<file path="src/rtl/risc_control_fsm.sv">
// Multi-cycle control FSM for the 8-bit RISC core: fetch/decode/exec/mem/wb sequencing
// with a memory-ready timeout. Optional interrupt support is enabled by RISC_CTRL_IRQ_EN.
module risc_control_fsm #(
    parameter int MEM_TIMEOUT = 15
) (
    input  logic       clk,
    input  logic       rst,
    input  logic [3:0] opcode,
    input  logic       zero,
    input  logic       mem_ready,
`ifdef RISC_CTRL_IRQ_EN
    input  logic       irq,
    output logic       irq_ack,
`endif
    output logic       pc_we,
    output logic [1:0] pc_src,
    output logic       ir_ld,
    output logic       addr_sel,
    output logic       mem_rd,
    output logic       mem_wr,
    output logic       reg_we,
    output logic       wb_sel,
    output logic [1:0] alu_op,
    output logic       halted,
    output logic       fault,
    output logic       illegal
);

    typedef enum logic [2:0] {
        S_FETCH, S_DECODE, S_EXEC, S_MEM, S_WB, S_HALT, S_FAULT
`ifdef RISC_CTRL_IRQ_EN
        , S_IRQ
`endif
    } state_t;

    localparam logic [3:0] OP_NOP = 4'h0, OP_ADD = 4'h1, OP_SUB = 4'h2, OP_AND = 4'h3,
                           OP_OR = 4'h4, OP_LD = 4'h5, OP_ST = 4'h6, OP_BEQZ = 4'h7,
                           OP_JMP = 4'h8, OP_EI = 4'hE, OP_HLT = 4'hF;
    localparam logic [7:0] TIMEOUT = 8'(MEM_TIMEOUT);

    state_t     state_reg, state_next;
    logic [3:0] opcode_reg, opcode_next;
    logic [7:0] cnt_reg, cnt_next;
    logic       go_fetch;
`ifdef RISC_CTRL_IRQ_EN
    logic       ie_reg, ie_next;
`endif

    always_ff @(posedge clk) begin
        if (rst) begin
            state_reg  <= S_FETCH;
            opcode_reg <= OP_NOP;
            cnt_reg    <= 8'd0;
`ifdef RISC_CTRL_IRQ_EN
            ie_reg     <= 1'b0;
`endif
        end else begin
            state_reg  <= state_next;
            opcode_reg <= opcode_next;
            cnt_reg    <= cnt_next;
`ifdef RISC_CTRL_IRQ_EN
            ie_reg     <= ie_next;
`endif
        end
    end

    always_comb begin
        state_next  = state_reg;
        opcode_next = opcode_reg;
        cnt_next    = cnt_reg;
        go_fetch    = 1'b0;
        pc_we       = 1'b0;
        pc_src      = 2'd0;
        ir_ld       = 1'b0;
        addr_sel    = 1'b0;
        mem_rd      = 1'b0;
        mem_wr      = 1'b0;
        reg_we      = 1'b0;
        wb_sel      = 1'b0;
        alu_op      = 2'd0;
        halted      = 1'b0;
        fault       = 1'b0;
        illegal     = 1'b0;
`ifdef RISC_CTRL_IRQ_EN
        ie_next     = ie_reg;
        irq_ack     = 1'b0;
`endif
        case (state_reg)
            S_FETCH: begin
                mem_rd = 1'b1;
                if (mem_ready) begin
                    ir_ld      = 1'b1;
                    state_next = S_DECODE;
                end else if (cnt_reg == TIMEOUT) begin
                    state_next = S_FAULT;
                end else begin
                    cnt_next = cnt_reg + 8'd1;
                end
            end
            S_DECODE: begin
                opcode_next = opcode;
                pc_we       = 1'b1;
                state_next  = S_EXEC;
            end
            S_EXEC: begin
                case (opcode_reg)
                    OP_ADD, OP_SUB, OP_AND, OP_OR: begin
                        alu_op   = opcode_reg[1:0] - 2'd1;
                        reg_we   = 1'b1;
                        go_fetch = 1'b1;
                    end
                    OP_LD, OP_ST: state_next = S_MEM;
                    OP_BEQZ: begin
                        pc_we    = zero;
                        pc_src   = zero ? 2'd1 : 2'd0;
                        go_fetch = 1'b1;
                    end
                    OP_JMP: begin
                        pc_we    = 1'b1;
                        pc_src   = 2'd2;
                        go_fetch = 1'b1;
                    end
                    OP_HLT: state_next = S_HALT;
                    OP_NOP: go_fetch = 1'b1;
`ifdef RISC_CTRL_IRQ_EN
                    OP_EI: begin
                        ie_next  = 1'b1;
                        go_fetch = 1'b1;
                    end
`endif
                    default: begin
                        illegal  = 1'b1;
                        go_fetch = 1'b1;
                    end
                endcase
            end
            S_MEM: begin
                addr_sel = 1'b1;
                mem_rd   = (opcode_reg == OP_LD);
                mem_wr   = (opcode_reg == OP_ST);
                if (mem_ready) begin
                    if (opcode_reg == OP_LD)
                        state_next = S_WB;
                    else
                        go_fetch = 1'b1;
                end else if (cnt_reg == TIMEOUT) begin
                    state_next = S_FAULT;
                end else begin
                    cnt_next = cnt_reg + 8'd1;
                end
            end
            S_WB: begin
                reg_we   = 1'b1;
                wb_sel   = 1'b1;
                go_fetch = 1'b1;
            end
            S_HALT:  halted = 1'b1;
            S_FAULT: fault  = 1'b1;
`ifdef RISC_CTRL_IRQ_EN
            S_IRQ: begin
                pc_we      = 1'b1;
                pc_src     = 2'd3;
                irq_ack    = 1'b1;
                ie_next    = 1'b0;
                state_next = S_FETCH;
            end
`endif
            default: state_next = S_FETCH;
        endcase

        // Instruction boundary: an enabled pending interrupt diverts to IRQ.
        if (go_fetch) begin
            state_next = S_FETCH;
`ifdef RISC_CTRL_IRQ_EN
            if (irq && ie_reg)
                state_next = S_IRQ;
`endif
        end

        if (state_next != state_reg)
            cnt_next = 8'd0;
    end

endmodule

</file>
<file path="config.mk">
export PLATFORM = sky130hd
export DESIGN_NAME = risc_control_fsm
export DESIGN_NICKNAME = d
export VERILOG_FILES = /design/src/rtl/risc_control_fsm.sv
export SDC_FILE = /design/constraint.sdc
export NUM_CORES = 1
export LEC_CHECK = 0
export BUFFER_PORTS_ARGS = -buffer_cell sky130_fd_sc_hd__buf_2
export CORE_ASPECT_RATIO = 0.7
export CORE_MARGIN = 1
export CORE_UTILIZATION = 47
export DETAILED_ROUTE_END_ITERATION = 12
export PLACE_DENSITY = 0.68
export SLEW_MARGIN = 20
export SYNTH_ARGS = -nofsm -noshare
export SYNTH_HDL_FRONTEND = slang
export SYNTH_SLANG_ARGS = --single-unit
</file>
<file path="constraint.sdc">
create_clock -name clk -period 1.8 [get_ports clk]
set_input_delay 0 -clock clk [delete_from_list [all_inputs] [get_ports clk]]
set_output_delay 0 -clock clk [all_outputs]
set_load 0.02 [all_outputs]
</file>
==> results.md <==
* Site row count at 14
* Nets at 198
* Routed WL per cell at 16.2 um
* Layout filler cell count at 193
* Pwr/cell area at 553 mW/mm^2
* Total number of H-tree levels at 1
* Longest Clk Path Bufs at 2
* CP required at 1800 ps
* Ys Warns at 0
* Switching Fraction at 36.5%
* Pre-CTS setup slack at -66.5 ps
* Drt drc at 0
* Reg clk slew, reported paths at 100 ps
* WS Path Type: flop to primary output
* Pleak at 0.681 nW
* Die width at 61.6 um
* Max-cap violations at 0
* Mapped Nets at 154
* CTS tree: done
* Number of global-route vias before repair at 1127
* Worst Slack Setup Final at 12.5 ps
* Final setup viols at 0
* Detail Placement HPWL at 2.31 mm
* Fin area at 0.00160 sq mm
* Clock power frac at 23.2%
* Gate power share at 35.0%
* Outcome: completed
* Sequential fraction of the synthesis area at 25.7%
* Root Buffer: clkbuf_4
* Area Growth Syn to Fin at 36.4%
* Minimum clock period at 1790 ps
* Worst Reg-to-Reg Cells at 7
* Final Cycle Share at 99.3%
* ANT cells at 0
* RSZ-0062 raised after global routing: true
* Fmax at 0.559 GHz
* GR Util All Layers at 26.3%
* Max FO, Critical Path at 3
* Post-DP Area at 0.00139 sq mm
* Area of the multi-input gates at 897 sq um
* Crit path DAT at 1790 ps
* Port Buf Inserts at 21
* Remaining antenna violation count at 0
* GRT overflow at 0
* DRT Pass-1 Iters at 4
* Hold path cells at 4
* RePlAce Congestion at 0.925
* Largest net degree at the start of global routing at 12
* Ys flop type: dfxtp_1
* Post-synth EDFFs at 0
* Share of layout cells above drive strength 1 at 41.3%
* First DRT Iteration DRCs at 114
* Die Ht at 43.7 um
* Worst Skew at 1.02 ps
* Total routed wirelength at 3.49 mm
* Vias after detailed routing at 1283
* FF+latch area at 305 sq um
* Core area at 0.00224 sq mm
* Worst-margin pin slew at 511 ps
* Vias per cell at 5.94
* Initial Utilization at 52.2%
* Yosys cell types at 48
* CTS Buf Count at 3
* Antenna violations before repair at 0
* Post-synthesis register bit count at 15
* Hold Crit Class: input port to flop
* Pint at 0.000560 W
* Setup crit end kind: primary output
* # IOs at 22
* Avg Inst Size Synth at 8.30 sq um
* Synthesized cell area at 0.00117 sq mm
* Final Hold Fails at 0
* Net switching power at 0.000322 W
* CTS Sinks at 15
* Setup crit start kind: flop
* Max FFs per register at 8
* Global-route wire length before repair at 5.16 mm
* Die Area at 0.00270 sq mm
* Worst skew pair latency at 300 ps
* Peak VDD IR at 503 uV
* Fin. max-slew vios at 0
* Worst slew margin at 65.9%
* Seq pwr share at 41.8%
* Post-Synthesis Cells at 141
* Post-synthesis async set-or-reset flop share at 0%
cell type report:
| class | count | share of cell area (%) |
|---|---|---|
| multi-input cells | 115 | 56.2 |
| clock inverters | 1 | 0.314 |
| inverters | 6 | 1.41 |
| clock buffers | 3 | 1.41 |
| repair buffers | 44 | 19.0 |
| well taps | 32 | 2.51 |
| flip-flops and latches | 15 | 19.1 |
synthesized netlist by cell type, drive strengths merged, types with 2 or more instances:
master / n / share of area (%)
nor2b: 2 / 1.1
a41oi: 2 / 2.1
and2: 3 / 1.8
a21oi: 10 / 4.3
nor3: 3 / 1.7
nand3: 4 / 1.7
nor2: 16 / 5.1
ha: 5 / 5.3
xor2: 4 / 3.0
dfxtp: 15 / 26
nand2b: 3 / 1.6
or3: 2 / 1.1
mux2i: 5 / 4.3
nor3b: 3 / 2.4
and4: 2 / 1.6
buf: 2 / 1.6
clkbuf: 3 / 1.8
nor4: 11 / 6.4
nand2: 4 / 1.3
and3: 6 / 3.2
a31oi: 2 / 1.1
inv: 6 / 1.9
o21ai: 9 / 4.2
nand4: 4 / 2.1
final timing paths:
kind | startpoint | endpoint | slack (ps)
setup / recovery | opcode_reg[0] | pc_we | 10
hold reg to reg | cnt_reg[2] | cnt_reg[2] | 620
setup reg to reg | opcode_reg[1] | cnt_reg[5] | 30
hold / removal | mem_ready | state_reg[2] | 120
stage by stage:
step / TNS [ps] / instances / power [W] / utilization, % / hold slack, ps
after floorplan: 0 / 141 / 0.000541 / - / 66.2
after global placement: -16.4 / 204 / 0.000620 / 61.9 / 229
after detailed placement: -441 / 204 / 0.000626 / 61.9 / 238
after CTS: -44.2 / 215 / 0.000850 / 67.2 / 99.0
after global routing: -809 / 216 / 0.000920 / 71.1 / 150
final: 0 / 216 / 0.000881 / 71.1 / 118
routing by layer:
layer	global-route usage, %	share of wire (%)	vias to the layer above
met5	0	0	-
met4	8.44	2.4	0
met3	7.46	8.4	15
met2	39.4	46	71
met1	36.6	43	581
li1	-	-	616
power groups by stage:
stage | sequential (W) | clock [W] | combinational [W]
after floorplan | 0.000362 | 0 | 0.000179
after global placement | 0.000373 | 0 | 0.000247
after detailed placement | 0.000375 | 0 | 0.000251
after CTS | 0.000366 | 0.000207 | 0.000276
after global routing | 0.000371 | 0.000221 | 0.000329
final | 0.000368 | 0.000205 | 0.000308
worst max-delay path: stages, from the launching register on:
cell	delay, ps
dfxtp_2	360
inv_2	40
buf_4	130
ha_2	190
nor2b_1	140
and3_1	170
or3_1	320
buf_6	140
kinds of logic after synthesis:
group,count (synthesis),synth area share [%]
buffers and inverters,11,5.35
xor gates and xnor gates,5,4.39
AOI/OAI and AO/OA,30,18.6
muxes,6,5.24
adders and majority gates,5,5.35
DFF,15,25.7
and+or+nand+nor,69,35.4
timing repair:
item	4_1_cts	5_1_grt
resized for setup	6	22
setup endpoints to repair	11	16
hold buffers	6	0
setup buffers	1	1
pin swaps	1	11
hold endpoints to repair	5	0
cells in the final DEF (no fill, tap or decap), drive strengths merged, types with 2 or more instances in the layout:
cell	count
a21oi	10
a31oi	2
a41oi	2
and2	3
and3	6
and4	2
buf	38
clkbuf	3
dfxtp	15
dlygate4sd3	6
ha	5
inv	6
mux2i	5
nand2	4
nand2b	3
nand3	4
nand4	4
nor2	16
nor2b	2
nor3	3
nor3b	3
nor4	11
o21ai	9
or3	2
xor2	4
No activity file was read; power rests on OpenSTA's default activity.
